File: src/rtl/alu_control_mc.sv
// alu_control_mc: ALU control decoder with a multi-cycle shift-add multiplier
// that writes the HI/LO product registers and stalls the pipeline while it runs.
module alu_control_mc #(
    parameter int WIDTH   = 32,
    parameter int FUNCT_W = 6
) (
    input  logic               clk,
    input  logic               reset,
    input  logic               start,
    input  logic [1:0]         ALUOp,
    input  logic [FUNCT_W-1:0] Funct,
    input  logic [WIDTH-1:0]   SrcA,
    input  logic [WIDTH-1:0]   SrcB,
    output logic [2:0]         ALUControl,
    output logic               illegal,
    output logic               busy,
    output logic               done,
    output logic               stall,
    output logic [WIDTH-1:0]   HI,
    output logic [WIDTH-1:0]   LO,
    output logic [WIDTH-1:0]   HiLoData,
    output logic               hilo_sel
);
    localparam logic [FUNCT_W-1:0] F_ADD   = FUNCT_W'(6'b100000);
    localparam logic [FUNCT_W-1:0] F_SUB   = FUNCT_W'(6'b100010);
    localparam logic [FUNCT_W-1:0] F_AND   = FUNCT_W'(6'b100100);
    localparam logic [FUNCT_W-1:0] F_OR    = FUNCT_W'(6'b100101);
    localparam logic [FUNCT_W-1:0] F_SLT   = FUNCT_W'(6'b101010);
    localparam logic [FUNCT_W-1:0] F_MULT  = FUNCT_W'(6'b011000);
    localparam logic [FUNCT_W-1:0] F_MULTU = FUNCT_W'(6'b011001);
    localparam logic [FUNCT_W-1:0] F_MFHI  = FUNCT_W'(6'b010000);
    localparam logic [FUNCT_W-1:0] F_MFLO  = FUNCT_W'(6'b010010);
    localparam int CW = $clog2(WIDTH) + 1;

    typedef enum logic [1:0] {IDLE, MUL, DONE} state_t;

    state_t               r_state, w_next;
    logic [2*WIDTH-1:0]   r_acc, r_mcand;
    logic [WIDTH-1:0]     r_mplier;
    logic                 r_neg;
    logic [CW-1:0]        r_cnt;
    logic                 w_rtype, w_is_mul, w_signed, w_launch;
    logic [WIDTH-1:0]     w_mag_a, w_mag_b;
    logic [2*WIDTH-1:0]   w_result;

    always_comb begin
        ALUControl = 3'b000;
        illegal    = 1'b0;
        case (ALUOp)
            2'b00: ALUControl = 3'b010;
            2'b01: ALUControl = 3'b110;
            2'b10:
                case (Funct)
                    F_ADD:           ALUControl = 3'b010;
                    F_SUB:           ALUControl = 3'b110;
                    F_AND:           ALUControl = 3'b000;
                    F_OR:            ALUControl = 3'b001;
                    F_SLT:           ALUControl = 3'b111;
                    F_MULT, F_MULTU: ALUControl = 3'b011;
                    F_MFHI, F_MFLO:  ALUControl = 3'b000;
                    default:         illegal    = 1'b1;
                endcase
            default: ALUControl = 3'b000;
        endcase
    end

    assign w_rtype  = (ALUOp == 2'b10);
    assign w_is_mul = w_rtype && (Funct == F_MULT || Funct == F_MULTU);
    assign w_signed = (Funct == F_MULT);
    assign hilo_sel = w_rtype && (Funct == F_MFHI || Funct == F_MFLO);
    assign HiLoData = hilo_sel ? ((Funct == F_MFHI) ? HI : LO) : '0;
    assign w_launch = start && w_is_mul && (r_state == IDLE);
    // Magnitudes fit unsigned WIDTH bits, including the most-negative value.
    assign w_mag_a  = (w_signed && SrcA[WIDTH-1]) ? -SrcA : SrcA;
    assign w_mag_b  = (w_signed && SrcB[WIDTH-1]) ? -SrcB : SrcB;
    assign w_result = r_neg ? -r_acc : r_acc;
    assign stall    = busy || (w_launch) || (start && hilo_sel && busy);

    always_comb begin
        w_next = r_state;
        busy   = 1'b0;
        done   = 1'b0;
        case (r_state)
            IDLE: w_next = w_launch ? MUL : IDLE;
            MUL: begin
                busy   = 1'b1;
                w_next = (r_cnt == CW'(WIDTH - 1)) ? DONE : MUL;
            end
            DONE: begin
                busy   = 1'b1;
                done   = !reset;
                w_next = IDLE;
            end
            default: w_next = IDLE;
        endcase
    end

    always_ff @(posedge clk) begin
        if (reset) begin
            r_state  <= IDLE;
            r_acc    <= '0;
            r_mcand  <= '0;
            r_mplier <= '0;
            r_neg    <= 1'b0;
            r_cnt    <= '0;
            HI       <= '0;
            LO       <= '0;
        end else begin
            r_state <= w_next;
            case (r_state)
                IDLE:
                    if (w_launch) begin
                        r_mcand  <= {{WIDTH{1'b0}}, w_mag_a};
                        r_mplier <= w_mag_b;
                        r_neg    <= w_signed && (SrcA[WIDTH-1] ^ SrcB[WIDTH-1]);
                        r_acc    <= '0;
                        r_cnt    <= '0;
                    end
                MUL: begin
                    r_acc    <= r_acc + (r_mplier[0] ? r_mcand : '0);
                    r_mcand  <= r_mcand << 1;
                    r_mplier <= r_mplier >> 1;
                    r_cnt    <= r_cnt + CW'(1);
                end
                DONE: {HI, LO} <= w_result;
                default: ;
            endcase
        end
    end
endmodule
File: config.mk
export PLATFORM = sky130hd
export DESIGN_NAME = alu_control_mc
export DESIGN_NICKNAME = d
export VERILOG_FILES = /design/src/rtl/alu_control_mc.sv
export SDC_FILE = /design/constraint.sdc
export NUM_CORES = 1
export LEC_CHECK = 0
export CORE_UTILIZATION = 62
export DETAILED_ROUTE_END_ITERATION = 7
export PLACE_DENSITY = 0.89
export SLEW_MARGIN = 20
export SYNTH_ARGS = -nofsm -noshare
export SYNTH_HDL_FRONTEND = slang
export SYNTH_SLANG_ARGS = --single-unit
File: constraint.sdc
create_clock -name clk -period 9.7 [get_ports clk]
set_input_delay 1.94 -clock clk [delete_from_list [all_inputs] [get_ports clk]]
set_output_delay 1.94 -clock clk [all_outputs]
set_load 0.01 [all_outputs]
; After elaboration in Yosys (flattened, before gate mapping)
; Cells that the tools add are included.
[op_classes]
n_addsub = 5
n_eq_ne = 15
n_mux = 23
n_bitwise = 1
n_reduce_logical = 22
[ops]
columns = operator, n
row1 = 2-to-1 mux 64 bit, 4
row2 = one-hot mux 64 bit (2 select lines), 2
row3 = 2-to-1 mux 32 bit, 5
row4 = adder 64 bit, 1
row5 = negation 32 bit, 2
row6 = negation 64 bit, 1
row7 = one-hot mux 32 bit (2 select lines), 1
row8 = == test 6 x 5 -> 1 bit (second input constant), 5
row9 = == test 6 bit (second input constant), 5
row10 = one-hot mux 3 bit (5 select lines), 1
row11 = one-hot mux 6 bit (2 select lines), 1
row12 = logical AND 1 bit, 9
row13 = one-hot mux 3 bit (3 select lines), 1
row14 = OR reduction 9 bit, 1
row15 = adder 6 x 1 -> 6 bit (second input constant), 1
row16 = 2-to-1 mux 6 bit, 1
row17 = 2-to-1 mux 1 bit, 5
row18 = == test 2 x 1 -> 1 bit (second input constant), 2
row19 = == test 2 bit (second input constant), 2
row20 = logical NOT 2 bit, 2
row21 = logical OR 1 bit, 4
row22 = one-hot mux 2 bit (2 select lines), 1
row23 = AND reduction 2 bit, 2
row24 = OR reduction 2 bit, 2
row25 = 5 further kinds, 5
[totals]
register_bits = 233
elab_cells = 74

; Logic depth before layout (Yosys ltp)
[logic_depth]
depth_word = 7
depth_mapped = 16
depth_no_buf = 15

; Least setup slack after synthesis
; Ideal clock, no wire load.
[synth_timing]
path_type = input port to output port
start = input Funct[1]
end = output illegal
t_arrival_ns = 3.202
path_slack_ns = 4.558
cell_stages = 6
cell_sequence = clkbuf_1 -> nor2b_1 -> and3b_1 -> nor2_1 -> nor2_1 -> nor4_1
[synth_between]
elab_chain_cells = 4
word_cells_on_any_way = 12
[synth_lines]
columns = item, line
row1 = start: declaration, 11  ; input logic [FUNCT_W-1:0] Funct,
row2 = == test 6 x 5 -> 1 bit / == test 6 bit (equally long branches), 53  ; case (Funct)
row3 = OR reduction 9 bit (no source line) (*), -
row4 = 2-to-1 mux 1 bit (*), 53
row5 = 2-to-1 mux 1 bit (*), 49  ; case (ALUOp)
row6 = end: declaration, 15  ; output logic illegal,
; Mark *: on every way between the ends. The rest lies on a longest branch, timed or not.

; Worst setup path after layout
[layout_timing]
start = input Funct[2]
end = output HiLoData[26]
[layout_between]
elab_chain_cells = 4
word_cells_on_any_way = 6
[layout_lines]
columns = item, line
row1 = "== test 6 x 5 -> 1 bit, on equally long branches", "70, 71"
row2 = logical OR 1 bit, 70  ; assign hilo_sel = w_rtype && (Funct == F_MFHI || Funct == F_MFLO);
row3 = logical AND 1 bit, 70
row4 = 2-to-1 mux 32 bit (*), 71  ; assign HiLoData = hilo_sel ? ((Funct == F_MFHI) ? HI : LO) : '0;
row5 = end: declaration, 21  ; output logic [WIDTH-1:0] HiLoData,
; Marked as above.

==> impl_summary.log <==
INFO  metric antenna-diode-count = 0
INFO  metric critPathMaxStageDelay = 0.58 ns
INFO  metric ys_seq_area_share = between 20% and 30%
INFO  metric hold_class = register to register
INFO  metric grt_pass1_wl = ~73000 um
INFO  metric rsz_0062_raised_after_global_routing = false
INFO  metric max-slew-margin-rel = between 30% and 40%
INFO  metric post_route_cells_drive_above_1_share = between 4 and 5%
INFO  metric worstPathRequired = about 7.8 ns
INFO  metric pin_count = approximately 180
INFO  metric cts-resized-gates = 0
INFO  metric final.fill_count = 1982
INFO  metric worst-endpoint-arrival = ~4.4 ns
INFO  metric clock_latency_of_the_later_clocked_register_in_the_worst_skew_pair = around 0.54 ns
INFO  metric post_cts_hold_fix_bufs = 0
INFO  metric final.setup.tns = 0 ns
INFO  metric place_hpwl = 32900 um
INFO  metric gr-usage-all-layers = 33.7%
INFO  metric cp_max_fo = 33
INFO  metric antenna_violating_nets_post_route = 0
INFO  metric mostFrequentLayoutCells = nand2_1, dfxtp_1, nor2_1
INFO  metric worst-slew-pin-transition = around 1.0 ns
INFO  metric timing_worst_setup_path_type = input port to output port
INFO  metric antenna_found_initial = 0
INFO  metric die_area = 26200 um2
INFO  metric gr-usage-met3 = between 4 and 5%
INFO  metric drt-wirelength-per-cell = around 18 um
INFO  metric groute.layer.met2.usage = 57.2%
INFO  metric clock_sinks = between 200 and 250
INFO  metric area_added_between_synthesis_and_finish = 17.3%
INFO  metric cts_inserted_buffers = 26
INFO  metric path_cells = clkdlybuf4s50_1 -> nor2_1 -> nor4bb_1 -> nand2_1 -> buf_4 -> nor2_1 -> clkdlybuf4s50_1
INFO  metric post-route-min-period = around 6.3 ns
INFO  metric vdd_ir_drop_max = approximately 110 uV
INFO  metric syn-num-nets = roughly 2.3k
INFO  metric initial_core_util = between 60% and 70%
INFO  metric synthFlopType = dfxtp_1
INFO  metric synthDistinctLibCells = between 70 and 80
INFO  metric pin_count_of_the_biggest_net_entering_global_routing = approximately 110
INFO  metric finalNetCount = around 2.3k
INFO  metric syn-cell-area = between 15000 and 20000 um2
INFO  metric drt-initial-drc-count = 1445
INFO  metric fp-row-count = 58
INFO  metric slew_violations = 0
INFO  metric numPlacedInstances = 2489
INFO  metric critical_path.reg2reg.startpoint = r_mplier[0]$_SDFFE_PP0P_
INFO  metric setup_violations = 0
INFO  metric critical_path.startpoint = Funct[2]
INFO  metric pwr_density_cell = approximately 120 nW/um2
INFO  metric fmax = about 0.16 GHz
INFO  metric gr_met1_demand_resource = roughly 44%
INFO  metric h-tree-depth = 1
INFO  metric detail_route.wirelength = approximately 45000 um
INFO  metric total_via_count_after_detailed_routing = around 16k
INFO  metric power.leakage = 0.00713 uW
INFO  metric drcViolationCount = 0
INFO  metric ys_async_sr_fraction = 0%
INFO  metric cts_setup_buffers = 0
INFO  metric synthesis.yosys.warnings = 0
INFO  metric floorplan.die.width = roughly 160 um
INFO  metric layout_commonest_cell = nand2_1
INFO  metric drt_pass1_iterations = 5
INFO  metric grt_overflow = 0
INFO  metric cts_buffer_depth = 3
INFO  metric setup.worst_path.start_class = input port
INFO  metric worst_setup_path_end_kind = output port
INFO  metric core-area = between 20000 and 30000 um2
INFO  metric cap_viol_max_count = 0
INFO  metric number_of_global_route_vias_before_repair = 14.6k
INFO  metric netlist_instances = about 2.1k
INFO  metric layout.core_utilization = between 70% and 80%
INFO  metric min_delay_startpoint = r_mcand[63]$_SDFFE_PP0P_
INFO  metric synth-edff-count = 0
INFO  metric grt_most_used_layer = met2
INFO  metric dieHeight = 162 um
INFO  metric min_period_over_period = 65.3%
INFO  metric critical_path.slowest_cell = clkdlybuf4s50_1
INFO  metric fin_cells = 2537
INFO  metric worst_setup_hold_path_clk_slew = around 0.06 ns
INFO  metric outcome = complete, no violations
INFO  metric yosys_register_bits = 233
INFO  metric hold_violations = 0
INFO  metric cts_tree = done
INFO  metric finalWeightedCongestion = 0.972
INFO  metric routed_via_density = about 6.2
INFO  metric post_synth.cell_area_avg = approximately 7.5 um2
INFO  metric cts_root_buffer = clkbuf_16
INFO  metric portBuffers = between 150 and 200
INFO  metric worst_clock_skew = ~0.019 ns
==> final cells by class <==
cell class | count | area (um2) | area share (%)
Clock buffer | 31 | 721 | 3.88
Clock inverter | 17 | 251 | 1.35
Inverter | 41 | 154 | 0.828
Multi-Input combinational cell | 1694 | 10500 | 56.5
Sequential cell | 233 | 4670 | 25.1
Tap cell | 330 | 413 | 2.22
Timing Repair Buffer | 191 | 1880 | 10.1
==> worst paths after layout <==
path	to	slack (ns)	cells past startpoint
min	r_mcand[63]$_SDFFE_PP0P_	0.45	2
max	HiLoData[26]	3.37	7
min reg2reg	r_mcand[63]$_SDFFE_PP0P_	0.45	2
max reg2reg	r_acc[60]$_SDFFE_PP0P_	5.45	16
==> power breakdown <==
group	total [uW]	internal (uW)	switching, uW
sequential	958	957	0.408
combinational	99.3	46.3	53.0
clock	1110	691	422
total	2170	1690	475
==> critical path: cells and delay by family <==
family,cells,cell delay [ns]
AND/OR/NAND/NOR,4,1.05
buffers and inverters,3,1.37
==> cells in the mapped netlist, drive strengths merged (43+ instances only) <==
cell type	n	area, um2
nor2	193	732
clkbuf	130	518
a211oi	61	458
o21ai	116	581
nand3	80	405
xnor2	68	596
dfxtp	233	4660
a21oi	166	831
and2	69	432
mux2i	43	430
ha	70	876
xor2	113	990
nand2	303	1140
a21o	43	323
==> sequential cells by signal, indices dropped and copies added, names as in the netlist <==
register / flops
HI: 32
r_mcand: 64
r_mplier: 32
r_state: 2
r_neg: 1
r_cnt: 6
LO: 32
r_acc: 64
==> per-stage QoR <==
stage,worst slack [ns],instance area [um2],power (uW),hold slack (ns)
global placement,3.62,17600,1070,0.437
detailed placement,3.44,17600,1080,0.446
CTS,3.43,18600,2180,0.453
finish,3.37,18600,2170,0.453
global route,3.26,18600,2230,0.468
floorplan,4.56,15900,1030,0.428
==> metal layers <==
| layer | wire, um | part of all wire [%] | vias to the layer above |
|---|---|---|---|
| met5 | 0 | 0 | - |
| met4 | 1290 | 2.9 | 0 |
| met3 | 3580 | 7.9 | 84 |
| met2 | 21100 | 47 | 677 |
| met1 | 19300 | 43 | 7365 |
| li1 | - | - | 7648 |
==> cells by family (layout without fill, tap and decap cells) <==
logic type	count (synthesis)	in the layout	synth area share, %
simple gates	818	818	24.3
compound gates	580	580	23.2
flops	233	233	29.4
xor+xnor	181	181	10.0
buf+inv	179	280	4.63
fa+ha+maj	71	71	5.65
mux	44	44	2.79
No activity file was read; power rests on OpenSTA's default activity.
==> RTL change 1 (same flow settings) <==
The 3 states of `state_t` get a one-hot encoding in 3 bits.
--- a/src/rtl/alu_control_mc.sv
+++ b/src/rtl/alu_control_mc.sv
@@ -33,5 +33,5 @@
     localparam int CW = $clog2(WIDTH) + 1;
 
-    typedef enum logic [1:0] {IDLE, MUL, DONE} state_t;
+    typedef enum logic [2:0] {IDLE = 3'b001, MUL = 3'b010, DONE = 3'b100} state_t;
 
     state_t               r_state, w_next;
Check against the original RTL: same outputs for any inputs over 10 cycles, from zero or initial values and one cycle with reset high; not proved beyond that.
==> RTL change 1 against the unedited design <==
Sequential share of layout area rose by 1.3 points. Routed wire length fell by 6.4%. Setup slack got worse by 0.20 ns. Core utilization rose by 0.80 points. Sequential cell count rose by 1. Clock skew fell by 0.0032 ns. Final area fell by 4.4%. Area after synthesis fell by 4.1%. Total power fell by 6.3%. Via count fell by 5.1%. Global-route usage fell by 0.42 points. Critical path depth rose by 2. Fmax fell by 3.0%. Largest cell class unchanged.
==> RTL change 1: results (changes against the unedited design) <==
metric	value	unit	change
status	completed		
Met2 Routed Length	19100	um	-9.1%
slowest stage cell, crit path	buf_4		
Layout Skew	0.0158	ns	-0.00319 ns
largest net degree at the start of global routing	87		-17%
critical path arrival	4.59	ns	+0.20 ns
setup slack at placement	3.16	ns	-0.278 ns
register area share after synthesis	0.308		+0.0139
Post-DP Area	16900	um^2	-4.0%
Peak VDD IR	0.108	mV	-3.2%
Nets	2236		-4.2%
TritonCTS Buffers	25		-3.8%
M1 WL	18600	um	-3.6%
placed insts	2384		-4.2%
Comb pwr share	0.050		+0.004
dpl hpwl	31200	um	-5.0%
number of global-route vias before repair	13417		-7.8%
first-pass GRT wire length	67100	um	-7.9%
Seq pwr share	0.473		+0.032
Syn Nets	2144		-4.8%
GRT Total Usage	0.333		-0.00424
Seq power	0.000963	W	+0.5%
crit-path max FO	65		+97%
met3 WL	3090	um	-14%
Max stage delay on crit path	0.56	ns	-0.02 ns
final WL	42300	um	-6.4%
Iteration-0 DRC Markers	1171		-19%
Synth Area in Adders	0.0565		-0.0000596
routing usage on met1	0.439		-0.00276
post-synthesis xor/xnor area fraction	0.102		+0.00196
Compound-Gate Fraction of Synth Area	0.244		+0.0120
mux share of post-synthesis cell area	0.0231		-0.00474
syn_area_per_cell	7.60	um^2	+0.94%
ranking of synthesized cells by area	dfxtp_1 31%, nor2_1 7.6%, o21ai_0 6.1%, xor2_1 6.0%, a21oi_1 5.6%		
-- RTL change 1: cell count changes after synthesis, sizes merged, moves of 11 or more --
cell and delta:
nand3 -41, o31ai -11, o21ai +71, nand2 -132
a21o -13, a31oi -27, a22oi -12, clkbuf -23
o211ai -13, nor2 +114, a22o +36
-- RTL change 1: path summary, 6_finish.rpt --
kind | from | endpoint | slack [ns] | cells after the start
worst min register to register | HI[26] | HI[26] | 0.48 | 2
worst max register to register | r_mplier[0] | r_acc[61] | 5.03 | 14
worst min-delay path | HI[26] | HI[26] | 0.48 | 2
worst max-delay path | Funct[1] | stall | 3.17 | 9
-- RTL change 1: layout make-up --
cell class / instances / area, um^2
Tap cell: 319 / 399
Inverter: 30 / 113
Fill cell: 1813 / 5980
Clock inverter: 12 / 125
Multi-Input combinational cell: 1610 / 9840
Timing Repair Buffer: 192 / 1900
Clock buffer: 32 / 712
Sequential cell: 234 / 4690
==> RTL change 2 (same settings) <==
Made on the original files. Change the parameter `FUNCT_W` from 6 to 3.
--- a/src/rtl/alu_control_mc.sv
+++ b/src/rtl/alu_control_mc.sv
@@ -3,5 +3,5 @@
 module alu_control_mc #(
     parameter int WIDTH   = 32,
-    parameter int FUNCT_W = 6
+    parameter int FUNCT_W = 3
 ) (
     input  logic               clk,
Ports: changed (resized Funct); port bits go from 179 to 176. The function was not compared with the original's and may differ.
==> RTL change 2 against the unedited design <==
Setup slack improved by 0.26 ns. Area after synthesis fell by 0.35%. Synthesized cell count rose by 2.1%. Cell count rose by 1.7%. Sequential cell count did not move. Routed wire length fell by 1.2%. Non-clock buffer count fell by 1. Final area fell by 0.64%. Via count rose by 1.4%. Total power fell by 2.4%. Sequential share of layout area rose by 0.17 points. Clock skew fell by 0.010 ns. Critical endpoint is now HiLoData[28]. Largest cell class unchanged. Largest power group unchanged.
==> RTL change 2: results (changes against the unedited design) <==
metric	value	unit	change
worst reg2reg setup slack	5.41	ns	-0.04 ns
Async SR Flop Fraction	0		unchanged
setup slack at placement	3.29	ns	-0.149 ns
FF-to-FF End	r_acc[50]		
area of the multi-input gates	10500	um^2	-0.20%
vias	15993		+1.4%
Non-clock inverters	33		-20%
dpl hpwl	33100	um	+0.74%
largest net degree at the start of global routing	90		-14%
actual slew at the worst max-slew pin	0.943	ns	-0.0992 ns
Layout area overhead	16.9	%	
mux share of post-synthesis cell area	0.0133		-0.0146
std cell rows	58		unchanged
clk pwr	0.00103	W	-7%
Max stage delay on crit path	0.82	ns	+0.24 ns
Hold Path Sink	r_mplier[11]		
Post-synth top cells	375 x nand2_1, 233 x dfxtp_1, 194 x a21oi_1		
register area share after synthesis	0.295		+0.00103
synth unique cells	76		-1.3%
Compound-Gate Fraction of Synth Area	0.238		+0.00540
clk cell area share	0.0495		-0.00285
sequential cells	233		unchanged
Internal	0.00164	W	-3.1%
Non-clk bufs	190		-0.52%
non-clk buf share	0.101		+0.000107
Post-DP Area	17600	um^2	-0.35%
Filler cells	2038		+2.8%
placed insts	2531		+1.7%
slowest stage cell, crit path	or3_2		
Nets	2372		+1.7%
CLK BUF	41		+32%
critical path arrival	4.14	ns	-0.25 ns
first-pass GRT wire length	72200	um	-0.94%
Peak VDD IR	0.149	mV	+34%
final WL	44700	um	-1.2%
hold_sp	r_mplier[11]		
Yosys Warn Count	0		unchanged
FF-to-FF Start	r_mplier[0]		
Iteration-0 DRC Markers	1300		-10%
cells after synthesis	2151		+2.1%
status	completed		
Layout Skew	0.00859	ns	-0.0104 ns
H-tree levels	1		unchanged
Seq power	0.000964	W	+0.6%
multi-input gates	1745		+3.0%
hold_ws	0.451	ns	-0.00192 ns
Syn Nets	2294		+1.9%
ranking of synthesized cells by area	dfxtp_1 30%, nand2_1 8.9%, a21oi_1 6.1%, xor2_1 6.0%, ha_1 5.5%		
leak pwr	7.06	nW	-0.93%
R2R depth	14		-2
post-synthesis xor/xnor area fraction	0.0970		-0.00298
GRT Total Usage	0.333		-0.00341
clock power share	0.488		-0.025
PortBufs	175		-1.7%
cell family with most CP delay	simple AND/OR/NAND/NOR gates		
Seq area share	0.253		+0.00168
[RTL change 2: cell types whose count changed in the layout (fill, tap and decap cells not counted), moves of 7 or more]
cell      change
nand2_1      +72
nor2_1       -18
inv_1         -8
a21oi_1      +28
nor3_1       +11
o21bai_1      -8
nand3_1      +10
nand4_1       -7
o31ai_1       -8
mux2i_1      -22
[RTL change 2: how the worst max path moves through the flow]
stage                         from       endpoint  slack [ns]  cells past startpoint
after global routing      Funct[2]  ALUControl[2]        3.50                      8
final                     Funct[1]   HiLoData[28]        3.62                      5
after floorplan           Funct[2]   HiLoData[11]        4.78                      5
after global placement    Funct[1]   HiLoData[24]        3.46                      5
after detailed placement  Funct[1]   HiLoData[24]        3.29                      5
after CTS                 Funct[1]   HiLoData[24]        3.29                      5
[RTL change 2: layer usage]
layer / GRT usage / share of wire / wire, um
met1: 0.463 / 0.45 / 20200
met2: 0.544 / 0.44 / 19900
met3: 0.0380 / 0.080 / 3590
met4: 0.0952 / 0.023 / 1030
met5: 0 / 0 / 0
